<file path="src/rtl/alu_exec.sv">
// Sequential ALU: single-cycle arithmetic/logic, bit-serial SHL/SHR (k cycles), shift-add MUL (16 cycles).
// Results and flags are registered and update only with the done pulse; start is ignored while busy.
module alu_exec #(
   parameter int WIDTH = 16
) (
   input  logic             clk,
   input  logic             rst,
   input  logic             start,
   input  logic [3:0]       opcode,
   input  logic [WIDTH-1:0] opa,
   input  logic [WIDTH-1:0] opb,
   output logic [WIDTH-1:0] result,
   output logic [WIDTH-1:0] result_hi,
   output logic             zero,
   output logic             carry,
   output logic             negative,
   output logic             overflow,
   output logic             busy,
   output logic             done,
   output logic             err
);
   localparam int CW = $clog2(WIDTH);

   localparam logic [3:0] OP_ADD  = 4'd0;
   localparam logic [3:0] OP_SUB  = 4'd1;
   localparam logic [3:0] OP_AND  = 4'd2;
   localparam logic [3:0] OP_OR   = 4'd3;
   localparam logic [3:0] OP_XOR  = 4'd4;
   localparam logic [3:0] OP_NOTA = 4'd5;
   localparam logic [3:0] OP_SHL  = 4'd6;
   localparam logic [3:0] OP_SHR  = 4'd7;
   localparam logic [3:0] OP_MUL  = 4'd8;
   localparam logic [3:0] OP_PASB = 4'd9;

   typedef enum logic [1:0] {IDLE, SHIFT, MUL} state_t;

   state_t               state_q, state_d;
   logic [WIDTH-1:0]     a_q, a_d;
   logic [2*WIDTH-1:0]   p_q, p_d;
   logic [CW-1:0]        cnt_q, cnt_d;
   logic                 dir_q, dir_d;

   logic [WIDTH-1:0]     res_q, res_hi_q;
   logic                 zero_q, carry_q, neg_q, ovf_q, done_q, err_q;

   logic                 fin, fin_c, fin_v, fin_err, fin_z, fin_n;
   logic [WIDTH-1:0]     fin_lo, fin_hi;
   logic [WIDTH:0]       add_w, sub_w, mul_sum;
   logic [WIDTH-1:0]     sh_val;
   logic                 sh_out;

   assign add_w   = {1'b0, opa} + {1'b0, opb};
   assign sub_w   = {1'b0, opa} - {1'b0, opb};
   assign sh_val  = dir_q ? {1'b0, a_q[WIDTH-1:1]} : {a_q[WIDTH-2:0], 1'b0};
   assign sh_out  = dir_q ? a_q[0] : a_q[WIDTH-1];
   // Product register holds {partial sum, remaining multiplier bits}; one add-and-shift per cycle.
   assign mul_sum = {1'b0, p_q[2*WIDTH-1:WIDTH]} + (p_q[0] ? {1'b0, a_q} : '0);

   always_comb begin
      state_d = state_q;
      a_d     = a_q;
      p_d     = p_q;
      cnt_d   = cnt_q;
      dir_d   = dir_q;
      fin     = 1'b0;
      fin_lo  = '0;
      fin_hi  = '0;
      fin_c   = 1'b0;
      fin_v   = 1'b0;
      fin_err = 1'b0;
      case (state_q)
         IDLE: begin
            if (start) begin
               fin = 1'b1;
               case (opcode)
                  OP_ADD: begin
                     fin_lo = add_w[WIDTH-1:0];
                     fin_c  = add_w[WIDTH];
                     fin_v  = (opa[WIDTH-1] == opb[WIDTH-1]) && (add_w[WIDTH-1] != opa[WIDTH-1]);
                  end
                  OP_SUB: begin
                     fin_lo = sub_w[WIDTH-1:0];
                     fin_c  = sub_w[WIDTH];
                     fin_v  = (opa[WIDTH-1] != opb[WIDTH-1]) && (sub_w[WIDTH-1] != opa[WIDTH-1]);
                  end
                  OP_AND:  fin_lo = opa & opb;
                  OP_OR:   fin_lo = opa | opb;
                  OP_XOR:  fin_lo = opa ^ opb;
                  OP_NOTA: fin_lo = ~opa;
                  OP_SHL, OP_SHR: begin
                     if (opb[CW-1:0] == '0) begin
                        fin_lo = opa;
                     end else begin
                        fin     = 1'b0;
                        state_d = SHIFT;
                        a_d     = opa;
                        cnt_d   = opb[CW-1:0];
                        dir_d   = (opcode == OP_SHR);
                     end
                  end
                  OP_MUL: begin
                     fin     = 1'b0;
                     state_d = MUL;
                     a_d     = opa;
                     p_d     = {{WIDTH{1'b0}}, opb};
                     cnt_d   = '1;
                  end
                  OP_PASB: fin_lo = opb;
                  default: fin_err = 1'b1;
               endcase
            end
         end
         SHIFT: begin
            a_d   = sh_val;
            cnt_d = cnt_q - CW'(1);
            if (cnt_q == CW'(1)) begin
               fin     = 1'b1;
               fin_lo  = sh_val;
               fin_c   = sh_out;
               state_d = IDLE;
            end
         end
         MUL: begin
            p_d   = {mul_sum, p_q[WIDTH-1:1]};
            cnt_d = cnt_q - CW'(1);
            if (cnt_q == '0) begin
               fin     = 1'b1;
               fin_hi  = mul_sum[WIDTH:1];
               fin_lo  = {mul_sum[0], p_q[WIDTH-1:1]};
               fin_c   = |mul_sum[WIDTH:1];
               state_d = IDLE;
            end
         end
         default: state_d = IDLE;
      endcase
   end

   // An illegal opcode reports an all-zero result but must not raise the zero flag.
   assign fin_z = ~fin_err & ~|{fin_hi, fin_lo};
   assign fin_n = fin_lo[WIDTH-1];

   always_ff @(posedge clk or posedge rst) begin
      if (rst) begin
         state_q  <= IDLE;
         a_q      <= '0;
         p_q      <= '0;
         cnt_q    <= '0;
         dir_q    <= 1'b0;
         res_q    <= '0;
         res_hi_q <= '0;
         zero_q   <= 1'b0;
         carry_q  <= 1'b0;
         neg_q    <= 1'b0;
         ovf_q    <= 1'b0;
         done_q   <= 1'b0;
         err_q    <= 1'b0;
      end else begin
         state_q <= state_d;
         a_q     <= a_d;
         p_q     <= p_d;
         cnt_q   <= cnt_d;
         dir_q   <= dir_d;
         done_q  <= fin;
         err_q   <= fin_err;
         if (fin) begin
            res_q    <= fin_lo;
            res_hi_q <= fin_hi;
            zero_q   <= fin_z;
            carry_q  <= fin_c;
            neg_q    <= fin_n;
            ovf_q    <= fin_v;
         end
      end
   end

   assign result    = res_q;
   assign result_hi = res_hi_q;
   assign zero      = zero_q;
   assign carry     = carry_q;
   assign negative  = neg_q;
   assign overflow  = ovf_q;
   assign busy      = (state_q != IDLE);
   assign done      = done_q;
   assign err       = err_q;
endmodule

</file>
<file path="config.mk">
export PLATFORM = sky130hd
export DESIGN_NAME = alu_exec
export DESIGN_NICKNAME = d
export VERILOG_FILES = /design/src/rtl/alu_exec.sv
export SDC_FILE = /design/constraint.sdc
export NUM_CORES = 1
export LEC_CHECK = 0
export BUFFER_PORTS_ARGS = -buffer_cell sky130_fd_sc_hd__buf_2
export CELL_PAD_IN_SITES_DETAIL_PLACEMENT = 0
export CELL_PAD_IN_SITES_GLOBAL_PLACEMENT = 2
export CORE_MARGIN = 1
export CORE_UTILIZATION = 35
export CTS_CLUSTER_SIZE = 10
export DETAILED_ROUTE_END_ITERATION = 10
export PLACE_DENSITY = 0.77
export SETUP_SLACK_MARGIN = 0.2
export SLEW_MARGIN = 20
export SYNTH_ARGS = -nofsm -noshare
export SYNTH_HDL_FRONTEND = slang
export SYNTH_SLANG_ARGS = --single-unit
export TNS_END_PERCENT = 20
</file>
<file path="constraint.sdc">
create_clock -name clk -period 4 [get_ports clk]
set_clock_uncertainty 0.05 [all_clocks]
set_input_delay 0.8 -clock clk [delete_from_list [all_inputs] [get_ports clk]]
set_output_delay 0.8 -clock clk [all_outputs]
set_load 0.02 [all_outputs]
</file>
; Word-level counts from Yosys, hierarchy flattened
; Index checks and enable logic that the tools add are counted.
[word_totals]
wordCells = 112
memories = 0
latchBits = 0
inputBits = 39
out_inout_bits = 39
rom_bits = 0
ram_bits = 0
ff_bits = 93
[classes]
n_eq_ne = 22
multipliers = 0
n_addsub = 4
shift = 0
order_cmp = 0
bitwise_logic = 7
mux = 45
div_mod_pow = 0
reduce_logical = 21
[op_table]
columns = op, n
row1 = 16-bit 2-to-1 mux, 10
row2 = 16-bit one-hot mux with 8 select lines, 1
row3 = 32-bit 2-to-1 mux, 2
row4 = 16-bit one-hot mux with 2 select lines, 2
row5 = 32-bit one-hot mux with 2 select lines, 1
row6 = 16-bit one-hot mux with 3 select lines, 1
row7 = 16-bit by 16-bit adder with 17-bit output, 2
row8 = 32-bit OR reduction, 1
row9 = 16-bit by 16-bit subtractor with 17-bit output, 1
row10 = 16-bit AND, 1
row11 = 4-bit by 3-bit == test with 1-bit output (second input constant), 4
row12 = 16-bit inverter, 1
row13 = 16-bit bitwise OR, 1
row14 = 4-bit one-hot mux with 2 select lines, 2
row15 = 16-bit OR reduction, 1
row16 = 16-bit XOR, 1
row17 = 1-bit 2-to-1 mux, 13
row18 = 4-bit logical NOT, 3
row19 = 4-bit AND reduction, 3
row20 = 10-bit OR reduction, 1
row21 = 4-bit by 1-bit == test with 1-bit output (second input constant), 2
row22 = 4-bit by 2-bit == test with 1-bit output (second input constant), 2
row23 = 4-bit == test (second input constant), 2
row24 = 2-bit 2-to-1 mux, 4
row25 = 23 further kinds, 37

; Longest topological paths before layout
[logic_depth]
word_depth = 8
mapped_depth = 13
ltp_nobuf = 13

; Worst setup path before layout
; OpenSTA, ideal clock, no wires.
[synth_path]
path_type = input-to-reg
startpoint = input port opa[4]
endpoint = register zero_q, in the netlist zero
required_time_ns = 3.828
setup_ns = 0.122
t_arrival_ns = 3.435
cell_stages = 12
path_slack_ns = 0.392
path_cell_list = inv_1 -> ha_1 -> clkbuf_1 -> inv_2 -> a311oi_1 -> nand4b_1 -> a2111oi_0 -> o31ai_1 -> a2111oi_0 -> nor4b_1 -> nand3_1 -> o31ai_2
[synth_between]
elab_chain_cells = 7
elab_cells_between_ends = 13
[synth_lines]
columns = element, line_no
row1 = "start, declared", 10  ; input logic [WIDTH-1:0] opa,
row2 = "16-bit by 16-bit subtractor with 17-bit output, or another cell as far along", 53  ; assign sub_w = {1'b0, opa} - {1'b0, opb};
row3 = 16-bit one-hot mux with 8 select lines *, 75  ; case (opcode)
row4 = 16-bit 2-to-1 mux *, 73  ; if (start) begin
row5 = 16-bit one-hot mux with 3 select lines *, 71  ; case (state_q)
row6 = 32-bit OR reduction *, 139  ; assign fin_z = ~fin_err & ~|{fin_hi, fin_lo};
row7 = 1-bit logical NOT *, 139
row8 = 1-bit AND *, 139
row9 = "end signal, assigned", 168  ; zero_q <= fin_z;
row10 = "end, declared", 44  ; logic zero_q, carry_q, neg_q, ovf_q, done_q, err_q;
; Every way passes the cells marked *; elsewhere a longest branch is shown, timed or not.
; A chain may end at the register's enable or synchronous reset.

; Worst setup path in the final report
[layout_path]
startpoint = register p_q[0]
endpoint = register zero_q, in the netlist zero
[layout_between]
elab_chain_cells = 7
elab_cells_between_ends = 9
[layout_lines]
columns = element, line_no
row1 = "start, declared", 39  ; logic [2*WIDTH-1:0] p_q, p_d;
row2 = "start signal, assigned", 160  ; p_q <= p_d;
row3 = 16-bit 2-to-1 mux *, 57  ; assign mul_sum = {1'b0, p_q[2*WIDTH-1:WIDTH]} + (p_q[0] ? {1'b0, a_q} : '0);
row4 = 16-bit by 16-bit adder with 17-bit output *, 57
row5 = 16-bit 2-to-1 mux, 126  ; if (cnt_q == '0) begin
row6 = 16-bit one-hot mux with 3 select lines / 16-bit 2-to-1 mux (equally long branches), 71
row7 = 32-bit OR reduction *, 139
row8 = 1-bit logical NOT *, 139
row9 = 1-bit AND *, 139
; Marks and branches as above.

==> summary.txt <==
Worst Max-Slew Pin Slew: 1.14 ns
Int Pwr: 2650 uW
R2R cell count: 11
Chip height: 156 um
Initial antenna violation count: 0
# rows: 55
CP endpoint kind: flip-flop
Fill count: 2,370
Kind of critical path: flip-flop to flip-flop
Post-Syn Instances: 1,030
Worst R2R Start: p_q[0]$_DFFE_PP0P_
NetSw: 2060 uW
Detailed Routing Iterations Pass 1: 6
Detailed Route WL: 30,000 um
Critical path fanouts, max: 7
Post-DP HPWL: 23,600 um
CP Launch Point: p_q[0]$_DFFE_PP0P_
Post-synth top area cell: dfrtp_1
Final core utilization: 42.8%
Layout cells sized above 1: 17.3%
Buffer depth of the longest clock path: 2
Fin Hold WS: 0.425 ns
Storage element area: 0.00230 mm^2
Synth Net Count: 1,143
Max_slew headroom: 23.5%
Worst setup path end: zero$_DFFE_PP0P_
Crit path buf inv count: 0
CP Launch Type: flip-flop
WL/cell: 20.9 um
Root Driver: clkbuf_16
Vias per Instance: 5.65
Pwr dens: 481 mW/mm^2
Status: complete, no violations
First-pass GRT wire length: 47,000 um
Sequential share of power: 31.5%
RSZ-0062 raised after global routing: no
Placed cells: 1,415
R2r setup slk: 0.35 ns
Crit-path cells: and2_1 > ha_1 > a21o_1 > a41o_1 > o31a_1 > a311oi_2 > xnor2_1 > or4b_1 > or4_4 > o21a_1 > o31ai_2
Final nets: 1,231
Vias in the first global route: 7,745
Core footprint: 0.0229 mm^2
Post-synth EDFFs: 0
Sequential area share after synthesis: 27.8%
Clock network power share: 20.3%
Crit share post-route: 91.3%
Final hold vios: 0
Setup-failing EPs final: 0
I/O Pins: 78
ANT cells: 0
Hold Buf Count CTS: 0
Die Wd: 156 um
H-tree levels: 3
Crit-path max cell delay: 0.53 ns
Max cap viols: 0
Commonest cells in the netlist: 130 x nand2_1, 92 x dfrtp_1, 71 x ha_1, 71 x nor2_1, 65 x clkbuf_1
Most frequent cell after synthesis: nand2_1
# clock sinks: 92
Routability cong.: 0.906
Synth Register Bits: 92
Initial DRC count: 792
Avg Cell Area, Syn: 8.03 um^2
Synth Flop Type: dfrtp_1
Grt ovf: 0
Worst Path Arrival: 3.87 ns
Synth warn: 0
Switch share: 43.7%
Slew Viols, Final: 0
Starting Density: 36.1%
Port buffer count: 77
Clk_lat worst skew: 0.35 ns
Worst hold-check path type: flip-flop to flip-flop
Via count: 8,114
CTS tree: yes
Mapped cell area: 0.00827 mm^2
DRC viols: 0
VDD IR max: 274 uV
Multi-input gate area: 0.00563 mm^2
Worst flop-to-flop path endpoint: zero$_DFFE_PP0P_
Async S/R FF share, synth: 100%
Critical Path Slowest Stage Cell: or4b_1
Gr usage total: 25.4%
Fin crit period: 3.65 ns
Crit path max-delay family: compound AO/OA/AOI/OAI gates
Crit path depth: 11
Post-synth top area share: 27.8%
CTS Buf Count: 9
Largest net degree at the start of global routing: 59
Area of the die: 0.0242 mm^2
Leakage: 0.00449 uW
ANT nets after route: 0
Fmax: 274 MHz
Leading post-synthesis cells by cell area: dfrtp_1 28%, ha_1 11%, nand2_1 5.9%
Distinct cell type count after synthesis: 83
Worst-path clk slew: 0.07 ns
Critical Path RT: 4.21 ns
Power share of the combinational group: 48.2%
Finished Layout Cells: 1,436
P&R area growth vs syn: 18.5%
-- area by class of cell --
class                           count  area share, %
Multi-Input combinational cell    811           57.5
Sequential cell                    92           23.5
Timing Repair Buffer              146           9.35
Tap cell                          313           4.00
Clock buffer                       10           2.44
Inverter                           58           2.25
Clock inverter                      6          0.983
-- power by group through the flow --
stage	sequential, uW	combinational [uW]	clock, uW
after global placement	1490	2210	0
after detailed placement	1500	2190	0
after global routing	1530	2520	1020
after CTS	1490	2220	976
final	1490	2270	958
after floorplan	1470	1460	0
-- cells in the final DEF (no fill, tap or decap), types with 11 or more instances in the layout --
| cell | Yosys | routed |
|---|---|---|
| o211ai_1 | 11 | 11 |
| o21ai_0 | 61 | 60 |
| nand3_1 | 17 | 17 |
| and2_1 | 22 | 22 |
| nor3_1 | 22 | 22 |
| xnor2_1 | 16 | 16 |
| o31ai_1 | 16 | 15 |
| mux2i_1 | 36 | 36 |
| a21oi_1 | 53 | 51 |
| nand2_1 | 130 | 130 |
| nor2_1 | 71 | 71 |
| a22o_1 | 21 | 21 |
| o21ai_1 | 37 | 37 |
| ha_1 | 71 | 67 |
| dfrtp_1 | 92 | 91 |
| nand2b_1 | 13 | 13 |
| buf_2 | 0 | 77 |
| buf_4 | 1 | 68 |
| a21o_1 | 12 | 12 |
| inv_1 | 54 | 53 |
| nor2b_1 | 11 | 11 |
-- logic make-up (layout without fill, tap and decap cells) --
kind of cell,Yosys count,after routing,synth area share [%]
flip-flops,92,92,27.8
AO/OA/AOI/OAI,338,338,27.9
AND/OR/NAND/NOR,338,338,19.9
XOR/XNOR,22,22,2.33
adder cells (fa/ha/maj),74,74,11.5
multiplexers,39,39,4.77
buffers and inverters,127,220,5.81
-- worst min path at each step --
stage / startpoint / end / slack, ns / depth (start not counted)
2_1_floorplan: p_q[16]$_DFFE_PP0P_ / p_q[16]$_DFFE_PP0P_ / 0.41 / 2
4_1_cts: result_hi[3]$_DFFE_PP0P_ / result_hi[3]$_DFFE_PP0P_ / 0.43 / 2
3_3_place_gp: result[12]$_DFFE_PP0P_ / result[12]$_DFFE_PP0P_ / 0.41 / 2
3_5_place_dp: result_hi[3]$_DFFE_PP0P_ / result_hi[3]$_DFFE_PP0P_ / 0.42 / 2
5_1_grt: result_hi[10]$_DFFE_PP0P_ / result_hi[10]$_DFFE_PP0P_ / 0.45 / 2
6_report: result_hi[3]$_DFFE_PP0P_ / result_hi[3]$_DFFE_PP0P_ / 0.43 / 2
-- state kept, by name (all words and copies together) (netlist names) --
register / flops
err: 1
state_q: 2
cnt_q: 4
done: 1
a_q: 16
result_hi: 16
zero: 1
result: 16
p_q: 32
dir_q: 1
overflow: 1
carry: 1
-- tightest hold or removal path: cells and delay by family (launching register included) --
kind               cells  cell delay [ns]
AOI/OAI and AO/OA      1             0.06
and+or+nand+nor        1             0.05
DFF                    1             0.34
-- routing by layer --
layer | vias up | track usage [%] | part of all wire (%)
li1 | 3933 | - | -
met1 | 3908 | 36.0 | 47
met4 | 0 | 6.40 | 1.6
met3 | 36 | 2.22 | 5.2
met5 | - | 0 | 0
met2 | 237 | 41.2 | 46
-- repair_timing --
| item | CTS | global route |
|---|---|---|
| pin swaps | 2 | 6 |
| endpoints found under the setup margin | 1 | 2 |
| gates resized for setup | 1 | 16 |
| cloned | 0 | 0 |
| buffers inserted | 2 | 3 |
-- stage by stage --
step / total power (uW) / worst slack (ns) / TNS (ns) / instance area, um^2
floorplan: 2930 / 0.392 / 0 / 8270
global placement: 3700 / 0.0392 / 0 / 9320
detailed placement: 3690 / -0.0371 / -0.0371 / 9320
CTS: 4680 / 0.219 / 0 / 9680
global route: 5070 / 0.199 / 0 / 9800
finish: 4720 / 0.346 / 0 / 9800
No activity file was read; power rests on OpenSTA's default activity.
